==> src/rtl/mem_access_stage_if.sv <==
// SRAM-like data bus between the MEM stage (master) and the data memory (slave).
interface mem_access_stage_if;
  logic        data_req_o;
  logic        data_wr_o;
  logic [1:0]  data_size_o;
  logic [31:0] data_addr_o;
  logic [31:0] data_wdata_o;
  logic        data_addr_ok_i;
  logic        data_data_ok_i;
  logic [31:0] data_rdata_i;

  modport master (
    output data_req_o, data_wr_o, data_size_o, data_addr_o, data_wdata_o,
    input  data_addr_ok_i, data_data_ok_i, data_rdata_i
  );

  modport slave (
    input  data_req_o, data_wr_o, data_size_o, data_addr_o, data_wdata_o,
    output data_addr_ok_i, data_data_ok_i, data_rdata_i
  );
endinterface

==> src/rtl/mem_access_stage.sv <==
// EX/MEM register plus load/store engine: 1 cycle for non-memory ops, >=3 for bus accesses.
// Stalls upstream from request until data_ok; flushed accesses drain in DISCARD.
module mem_access_stage (
  input  logic                       clk,
  input  logic                       rst,
  input  logic [31:0]                ex_aluout_i,
  input  logic [31:0]                ex_rdata2_i,
  input  logic [4:0]                 ex_waddr_i,
  input  logic                       ex_we_i,
  input  logic [3:0]                 ex_mem_op_i,
  input  logic [31:0]                ex_pc_i,
  input  logic                       flush_i,
  mem_access_stage_if.master         bus,
  output logic                       stall_o,
  output logic [31:0]                mem_wdata_o,
  output logic [4:0]                 mem_waddr_o,
  output logic                       mem_we_o,
  output logic [31:0]                mem_pc_o,
  output logic                       adel_o,
  output logic                       ades_o,
  output logic [31:0]                badvaddr_o
);
  localparam logic [3:0] OP_LB = 4'd1, OP_LBU = 4'd2, OP_LH = 4'd3, OP_LHU = 4'd4,
                         OP_LW = 4'd5, OP_SB = 4'd6, OP_SH = 4'd7, OP_SW = 4'd8;

  typedef enum logic [1:0] {S_IDLE, S_REQ, S_WAIT, S_DISCARD} state_t;

  state_t      state_q;
  logic [31:0] addr_q, addr_d, wdata_q, wdata_d, pc_q, pc_d;
  logic [4:0]  waddr_q, waddr_d;
  logic        we_q, we_d;
  logic [3:0]  op_q, op_d;
  logic        enter, addr_err;
  logic [7:0]  byte_sel;
  logic [15:0] half_sel;

  function automatic logic is_load(input logic [3:0] op);
    return (op >= OP_LB) && (op <= OP_LW);
  endfunction

  function automatic logic is_store(input logic [3:0] op);
    return (op >= OP_SB) && (op <= OP_SW);
  endfunction

  function automatic logic misaligned(input logic [3:0] op, input logic [1:0] a);
    case (op)
      OP_LH, OP_LHU, OP_SH: return a[0];
      OP_LW, OP_SW:         return |a;
      default:              return 1'b0;
    endcase
  endfunction

  assign stall_o = (state_q == S_REQ) ||
                   (((state_q == S_WAIT) || (state_q == S_DISCARD)) && !bus.data_data_ok_i);

  // A new access starts only when the register actually loads a live, aligned memory op.
  assign enter = (is_load(ex_mem_op_i) || is_store(ex_mem_op_i)) &&
                 !misaligned(ex_mem_op_i, ex_aluout_i[1:0]) && !flush_i && !stall_o;

  always_comb begin
    addr_d  = addr_q;
    wdata_d = wdata_q;
    waddr_d = waddr_q;
    we_d    = we_q;
    op_d    = op_q;
    pc_d    = pc_q;
    if (flush_i) begin
      addr_d  = '0;
      wdata_d = '0;
      waddr_d = '0;
      we_d    = 1'b0;
      op_d    = '0;
      pc_d    = '0;
    end else if (!stall_o) begin
      addr_d  = ex_aluout_i;
      wdata_d = ex_rdata2_i;
      waddr_d = ex_waddr_i;
      we_d    = ex_we_i;
      op_d    = ex_mem_op_i;
      pc_d    = ex_pc_i;
    end
  end

  always_ff @(posedge clk) begin
    if (rst) begin
      state_q <= S_IDLE;
      addr_q  <= '0;
      wdata_q <= '0;
      waddr_q <= '0;
      we_q    <= 1'b0;
      op_q    <= '0;
      pc_q    <= '0;
    end else begin
      addr_q  <= addr_d;
      wdata_q <= wdata_d;
      waddr_q <= waddr_d;
      we_q    <= we_d;
      op_q    <= op_d;
      pc_q    <= pc_d;
      case (state_q)
        S_REQ: begin
          if (flush_i)                  state_q <= bus.data_addr_ok_i ? S_DISCARD : S_IDLE;
          else if (bus.data_addr_ok_i)  state_q <= S_WAIT;
        end
        S_WAIT: begin
          if (bus.data_data_ok_i)       state_q <= enter ? S_REQ : S_IDLE;
          else if (flush_i)             state_q <= S_DISCARD;
        end
        S_DISCARD: begin
          if (bus.data_data_ok_i)       state_q <= enter ? S_REQ : S_IDLE;
        end
        default:                        state_q <= enter ? S_REQ : S_IDLE;
      endcase
    end
  end

  assign addr_err   = misaligned(op_q, addr_q[1:0]);
  assign adel_o     = is_load(op_q) && addr_err;
  assign ades_o     = is_store(op_q) && addr_err;
  assign badvaddr_o = addr_q;
  assign mem_we_o   = we_q && !addr_err;
  assign mem_waddr_o = waddr_q;
  assign mem_pc_o   = pc_q;

  assign bus.data_req_o  = (state_q == S_REQ);
  assign bus.data_wr_o   = is_store(op_q);
  assign bus.data_addr_o = addr_q;

  always_comb begin
    bus.data_size_o  = 2'd0;
    bus.data_wdata_o = wdata_q;
    case (op_q)
      OP_LH, OP_LHU: bus.data_size_o = 2'd1;
      OP_LW:         bus.data_size_o = 2'd2;
      OP_SB:         bus.data_wdata_o = {4{wdata_q[7:0]}};
      OP_SH: begin
        bus.data_size_o  = 2'd1;
        bus.data_wdata_o = {2{wdata_q[15:0]}};
      end
      OP_SW:         bus.data_size_o = 2'd2;
      default:       bus.data_size_o = 2'd0;
    endcase
  end

  always_comb begin
    case (addr_q[1:0])
      2'd0:    byte_sel = bus.data_rdata_i[7:0];
      2'd1:    byte_sel = bus.data_rdata_i[15:8];
      2'd2:    byte_sel = bus.data_rdata_i[23:16];
      default: byte_sel = bus.data_rdata_i[31:24];
    endcase
    half_sel = addr_q[1] ? bus.data_rdata_i[31:16] : bus.data_rdata_i[15:0];
    case (op_q)
      OP_LB:   mem_wdata_o = {{24{byte_sel[7]}}, byte_sel};
      OP_LBU:  mem_wdata_o = {24'd0, byte_sel};
      OP_LH:   mem_wdata_o = {{16{half_sel[15]}}, half_sel};
      OP_LHU:  mem_wdata_o = {16'd0, half_sel};
      OP_LW:   mem_wdata_o = bus.data_rdata_i;
      default: mem_wdata_o = addr_q;
    endcase
  end
endmodule

==> src/flat_wrapper.sv <==
// flat-port wrapper written by rule: the top's interface ports become plain ports
module mem_access_stage_flat 
  (clk, rst, ex_aluout_i, ex_rdata2_i, ex_waddr_i, ex_we_i, ex_mem_op_i, ex_pc_i, flush_i, stall_o, mem_wdata_o, mem_waddr_o, mem_we_o, mem_pc_o, adel_o, ades_o, badvaddr_o, bus_data_req_o, bus_data_wr_o, bus_data_size_o, bus_data_addr_o, bus_data_wdata_o, bus_data_addr_ok_i, bus_data_data_ok_i, bus_data_rdata_i);
  mem_access_stage_if bus_i ();
  input  logic clk;
  input  logic rst;
  input  logic [31:0] ex_aluout_i;
  input  logic [31:0] ex_rdata2_i;
  input  logic [4:0] ex_waddr_i;
  input  logic ex_we_i;
  input  logic [3:0] ex_mem_op_i;
  input  logic [31:0] ex_pc_i;
  input  logic flush_i;
  output logic stall_o;
  output logic [31:0] mem_wdata_o;
  output logic [4:0] mem_waddr_o;
  output logic mem_we_o;
  output logic [31:0] mem_pc_o;
  output logic adel_o;
  output logic ades_o;
  output logic [31:0] badvaddr_o;
  output wire logic [$bits(bus_i.data_req_o)-1:0] bus_data_req_o;
  output wire logic [$bits(bus_i.data_wr_o)-1:0] bus_data_wr_o;
  output wire logic [$bits(bus_i.data_size_o)-1:0] bus_data_size_o;
  output wire logic [$bits(bus_i.data_addr_o)-1:0] bus_data_addr_o;
  output wire logic [$bits(bus_i.data_wdata_o)-1:0] bus_data_wdata_o;
  input wire logic [$bits(bus_i.data_addr_ok_i)-1:0] bus_data_addr_ok_i;
  input wire logic [$bits(bus_i.data_data_ok_i)-1:0] bus_data_data_ok_i;
  input wire logic [$bits(bus_i.data_rdata_i)-1:0] bus_data_rdata_i;
  assign bus_data_req_o = bus_i.data_req_o;
  assign bus_data_wr_o = bus_i.data_wr_o;
  assign bus_data_size_o = bus_i.data_size_o;
  assign bus_data_addr_o = bus_i.data_addr_o;
  assign bus_data_wdata_o = bus_i.data_wdata_o;
  assign bus_i.data_addr_ok_i = bus_data_addr_ok_i;
  assign bus_i.data_data_ok_i = bus_data_data_ok_i;
  assign bus_i.data_rdata_i = bus_data_rdata_i;
  mem_access_stage u_core (.clk(clk), .rst(rst), .ex_aluout_i(ex_aluout_i), .ex_rdata2_i(ex_rdata2_i), .ex_waddr_i(ex_waddr_i), .ex_we_i(ex_we_i), .ex_mem_op_i(ex_mem_op_i), .ex_pc_i(ex_pc_i), .flush_i(flush_i), .bus(bus_i), .stall_o(stall_o), .mem_wdata_o(mem_wdata_o), .mem_waddr_o(mem_waddr_o), .mem_we_o(mem_we_o), .mem_pc_o(mem_pc_o), .adel_o(adel_o), .ades_o(ades_o), .badvaddr_o(badvaddr_o));
endmodule
==> config.mk <==
export PLATFORM = sky130hd
export DESIGN_NAME = mem_access_stage_flat
export DESIGN_NICKNAME = d
export VERILOG_FILES = /design/src/rtl/mem_access_stage_if.sv /design/src/rtl/mem_access_stage.sv /design/src/flat_wrapper.sv
export SDC_FILE = /design/constraint.sdc
export NUM_CORES = 1
export LEC_CHECK = 0
export ABC_AREA = 1
export CAP_MARGIN = 25
export CORE_AREA = 2 2 123 125
export DETAILED_ROUTE_END_ITERATION = 6
export DIE_AREA = 0 0 125 127
export PLACE_DENSITY_LB_ADDON = 0.3
export SKIP_LAST_GASP = 1
export SYNTH_ARGS = -nofsm -noshare
export SYNTH_HDL_FRONTEND = slang
export SYNTH_SLANG_ARGS = --single-unit
==> constraint.sdc <==
create_clock -name clk -period 5.1 [get_ports clk]
set_clock_uncertainty 0.2 [all_clocks]
set_input_delay 1.53 -clock clk [delete_from_list [all_inputs] [get_ports clk]]
set_output_delay 1.53 -clock clk [all_outputs]
set_load 0.01 [all_outputs]
==> summary.md <==
| Metric | Value |
|---|---|
| Required time at the worst-slack endpoint | `3.37 ns` |
| Slew HR | `30.75%` |
| YS warnings | `0` |
| TritonCTS clock tree | `built` |
| Power per standard cell area | `roughly 250 mW/mm²` |
| Worst Setup Start Kind | `input pin` |
| Average routed wire per standard cell | `16.54 µm` |
| Combined area of all synthesized cells | `roughly 0.0057 mm²` |
| Placement row count | `between 40 and 50` |
| Clock latency on the worst-skew pair | `about 0.35 ns` |
| Relative contribution of combinational cells to total power | `25.1%` |
| Dominant synthesized flop cell | `sky130_fd_sc_hd__dfxtp_1` |
| Clock transition at the registers of the reported paths | `0.08 ns` |
| I/O pin cnt | `around 320` |
| Drt initial violations | `425` |
| Number of cells produced by synthesis | `863` |
| Final total negative setup slack | `0 ns` |
| Sequential fraction of design power | `between 40% and 50%` |
| H-tree depth reported by CTS | `3` |
| Critical Path Fanout Max | `23` |
| Buffer and inverter count on the worst path | `3` |
| Dominant delay contributor by cell family on the critical path | `buffers and inverters` |
| Post CTS Setup Buffer Count | `0` |
| Detail Route Antenna Nets | `0` |
| Count of different cell masters after synthesis | `26` |
| Min-delay worst type | `register to register` |
| Detail Placement HPWL | `15.53 mm` |
| Number of max-cap violations | `0` |
| PostCTS Resize Cnt | `0` |
| Clock sink total | `between 100 and 150` |
| Flops & latches, synth | `108` |
| Series of cell instances along the critical path | `clkdlybuf4s50_1 > nand2_1 > nand3_2 > nand4_2 > buf_12 > nand3_1 > clkdlybuf4s50_1` |
| Via count of the first global-routing pass | `6,219` |
| Height of the chip | `127 µm` |
| Most frequent cell on the critical path | `sky130_fd_sc_hd__clkdlybuf4s50_1` |
| Setup violation total in the final timing report | `0` |
| Full die area | `0.01588 mm²` |
| RSZ-0062 raised after global routing | `false` |
| Hold Slack | `around 0.32 ns` |
| Final layout net count | `1,251` |
| Worst path max stage delay | `0.54 ns` |
| Maximum number of pins on one net before global-route repair | `112` |
| DIE WIDTH | `125 µm` |
| Area overhead of the layout relative to synthesis | `56.23%` |
| Share of post-route cells with drive strength above 1 | `4.775%` |
| Final cell utilization of the core | `61.75%` |
| Port Buffers | `approximately 320` |
| Cell types with the largest area share after synthesis | `sky130_fd_sc_hd__dfxtp_1 38%, sky130_fd_sc_hd__nor2_1 14%, sky130_fd_sc_hd__nand2_1 12%` |
| Vias post-DR | `between 6,000 and 7,000` |
| Initial cell density of the core | `between 30 and 40%` |
| Switching share of power | `a little under 30%` |
| Fmax achieved | `a little under 0.2 GHz` |
| Area fraction of the dominant cell type after synthesis | `37.93%` |
| Sort of element at the end of the critical path | `output pin` |
| Mean instance size in the synthesized netlist | `6.605 µm²` |
| DRC violation count after routing | `0` |
| Total net switching power | `0.0006625 W` |
| Run status | `finished, final reports clean` |
| Leakage | `3.587 nW` |
| Length of the first detailed-routing pass in iterations | `5` |
| Final Total Pwr | `about 0.0023 W` |
| Via-to-Cell Ratio | `about 5.1` |
| Shortest clock period the worst path allows after layout | `approximately 5.0 ns` |
| Final wirelength | `about 21 mm` |
| Final Max Tran Viols | `0` |
| Internal power | `0.001590 W` |
| Max Root-Sink Buffers | `2` |
| Final hold violation count | `0` |
| Worst vdd ir | `0.1922 mV` |
| Async SR Flop Fraction | `0%` |
| Buffer cell driving the clock tree root | `sky130_fd_sc_hd__clkbuf_16` |
| Net count of the mapped netlist | `between 1,000 and 1,500` |
| Count of hold buffers inserted by post-cts repair | `0` |
| CTS Buf Count | `9` |
| Overflow after GRT | `0` |
| Portion of the post-synthesis area used by sequential elements | `~38%` |
| Initial antenna violation count | `0` |
| Ant diodes | `0` |
| Pin slew with the least headroom to its limit | `1.039 ns` |
| Wire length of the first global-routing pass | `33.43 mm` |
| Critical path start-end classification | `input pin to output pin` |
| Placer's final routability congestion estimate | `0.8895` |
| Final cycle utilization of the critical path | `a little over nine tenths` |
| Clock group share of total power | `about a third` |
| Standard cell with the maximum stage delay on the critical path | `sky130_fd_sc_hd__clkdlybuf4s50_1` |
| Number of synthesized flops with an enable pin | `0` |
| Cell type with the highest aggregate area in the netlist | `sky130_fd_sc_hd__dfxtp_1` |
| Core area | `0.01442 mm²` |
| Critical Path AT | `between 3 and 4 ns` |
| Total routing usage reported by global routing | `about a quarter` |
## path summary, 6_finish.rpt
| check | from | end | slack (ns) | cells after the start |
|---|---|---|---|---|
| setup / recovery | bus_data_rdata_i[23] | mem_wdata_o[15] | 0.06 | 7 |
| hold reg to reg | u_core.wdata_q[23]$_SDFFE_PP0N_ | u_core.wdata_q[23]$_SDFFE_PP0N_ | 0.32 | 2 |
| setup reg to reg | u_core.state_q[1]$_SDFFE_PP0P_ | u_core.mem_pc_o[21]$_SDFFE_PP0N_ | 2.89 | 7 |
| hold / removal | u_core.wdata_q[23]$_SDFFE_PP0N_ | u_core.wdata_q[23]$_SDFFE_PP0N_ | 0.32 | 2 |
## power groups by stage
| stage | registers, W | logic, W | clock network (W) |
|---|---|---|---|
| 2_1_floorplan | 0.000947 | 0.000250 | 0 |
| 3_3_place_gp | 0.000946 | 0.000560 | 0 |
| 3_5_place_dp | 0.000947 | 0.000564 | 0 |
| 4_1_cts | 0.000928 | 0.000566 | 0.000780 |
| 5_1_grt | 0.000935 | 0.000615 | 0.000799 |
| 6_report | 0.000929 | 0.000565 | 0.000759 |
## registers in the layout, indices dropped and copies added, names as in the netlist
name / flops
u_core.badvaddr_o: 32
u_core.mem_pc_o: 32
u_core.wdata_q: 32
u_core.mem_waddr_o: 5
u_core.op_q: 4
u_core.state_q: 2
u_core.we_q: 1
## stage by stage
step | cell area, µm² | std cells | setup WS (ns)
2_1_floorplan | 5700 | 863 | 1.203
3_3_place_gp | 8583 | 1278 | 0.08813
3_5_place_dp | 8583 | 1278 | 0.04636
4_1_cts | 8901 | 1294 | 0.04594
5_1_grt | 8906 | 1294 | 0.001051
6_report | 8906 | 1294 | 0.06103
## worst register-to-register path: cells and delay by family, from the launching register on
| family | cells | cell delay, ns |
|---|---|---|
| compound gates | 1 | 0.07 |
| simple gates | 3 | 0.50 |
| buf+inv | 3 | 1.00 |
| flops | 1 | 0.39 |
## cells in the mapped netlist (4+ instances only)
master and number:
sky130_fd_sc_hd__o211ai_1 9, sky130_fd_sc_hd__nand2_1 180, sky130_fd_sc_hd__dfxtp_1 108, sky130_fd_sc_hd__o21ai_0 124
sky130_fd_sc_hd__nand4_1 20, sky130_fd_sc_hd__a21oi_1 9, sky130_fd_sc_hd__nand2_2 9, sky130_fd_sc_hd__clkbuf_1 17
sky130_fd_sc_hd__nor2_1 214, sky130_fd_sc_hd__nor2_4 4, sky130_fd_sc_hd__buf_2 23, sky130_fd_sc_hd__a22oi_1 8
sky130_fd_sc_hd__buf_4 44, sky130_fd_sc_hd__nand3_1 30, sky130_fd_sc_hd__buf_6 9, sky130_fd_sc_hd__inv_2 5
sky130_fd_sc_hd__inv_1 33
## cells in the final DEF (no fill, tap or decap), types with 2 or more instances in the layout
cell                              count
sky130_fd_sc_hd__inv_1               32
sky130_fd_sc_hd__nand3_1             29
sky130_fd_sc_hd__nand4_1             20
sky130_fd_sc_hd__clkbuf_16            9
sky130_fd_sc_hd__nand4_2              2
sky130_fd_sc_hd__buf_4                7
sky130_fd_sc_hd__dfxtp_1            108
sky130_fd_sc_hd__o22ai_1              3
sky130_fd_sc_hd__nor2_1             214
sky130_fd_sc_hd__nor2_4               5
sky130_fd_sc_hd__inv_4                2
sky130_fd_sc_hd__a22oi_1              8
sky130_fd_sc_hd__o21ai_0            124
sky130_fd_sc_hd__clkdlybuf4s50_1    315
sky130_fd_sc_hd__inv_8                2
sky130_fd_sc_hd__buf_12               2
sky130_fd_sc_hd__o211ai_1             9
sky130_fd_sc_hd__inv_2                5
sky130_fd_sc_hd__nand2_1            180
sky130_fd_sc_hd__nand2_2              9
sky130_fd_sc_hd__ha_1                 3
sky130_fd_sc_hd__a21oi_1              9
sky130_fd_sc_hd__clkinvlp_4           2
## layout make-up
type                            count  area (µm²)
Clock inverter                      7       92.59
Clock buffer                        9       225.2
Inverter                           40       156.4
Sequential cell                   108        2162
Fill cell                        1334        5518
Tap cell                          184       230.2
Multi-Input combinational cell    622        2794
Timing Repair Buffer              324        3246
## cell families after synthesis
kind of cell	after synthesis	share of synthesized area, %
buffers and inverters	133	13.43
AND/OR/NAND/NOR	463	33.43
flip-flops	108	37.93
AO/OA/AOI/OAI	156	14.55
adder cells (fa/ha/maj)	3	0.6585
## metal layers
metal | part of all wire (%) | vias up | GRT usage (%)
met1 | 40 | 2963 | 31.01
met4 | 4.0 | 0 | 11.83
met5 | 0 | - | 0
li1 | - | 3226 | -
met3 | 7.7 | 48 | 7.286
met2 | 48 | 301 | 44.60
(Power assumes the default switching activity.)
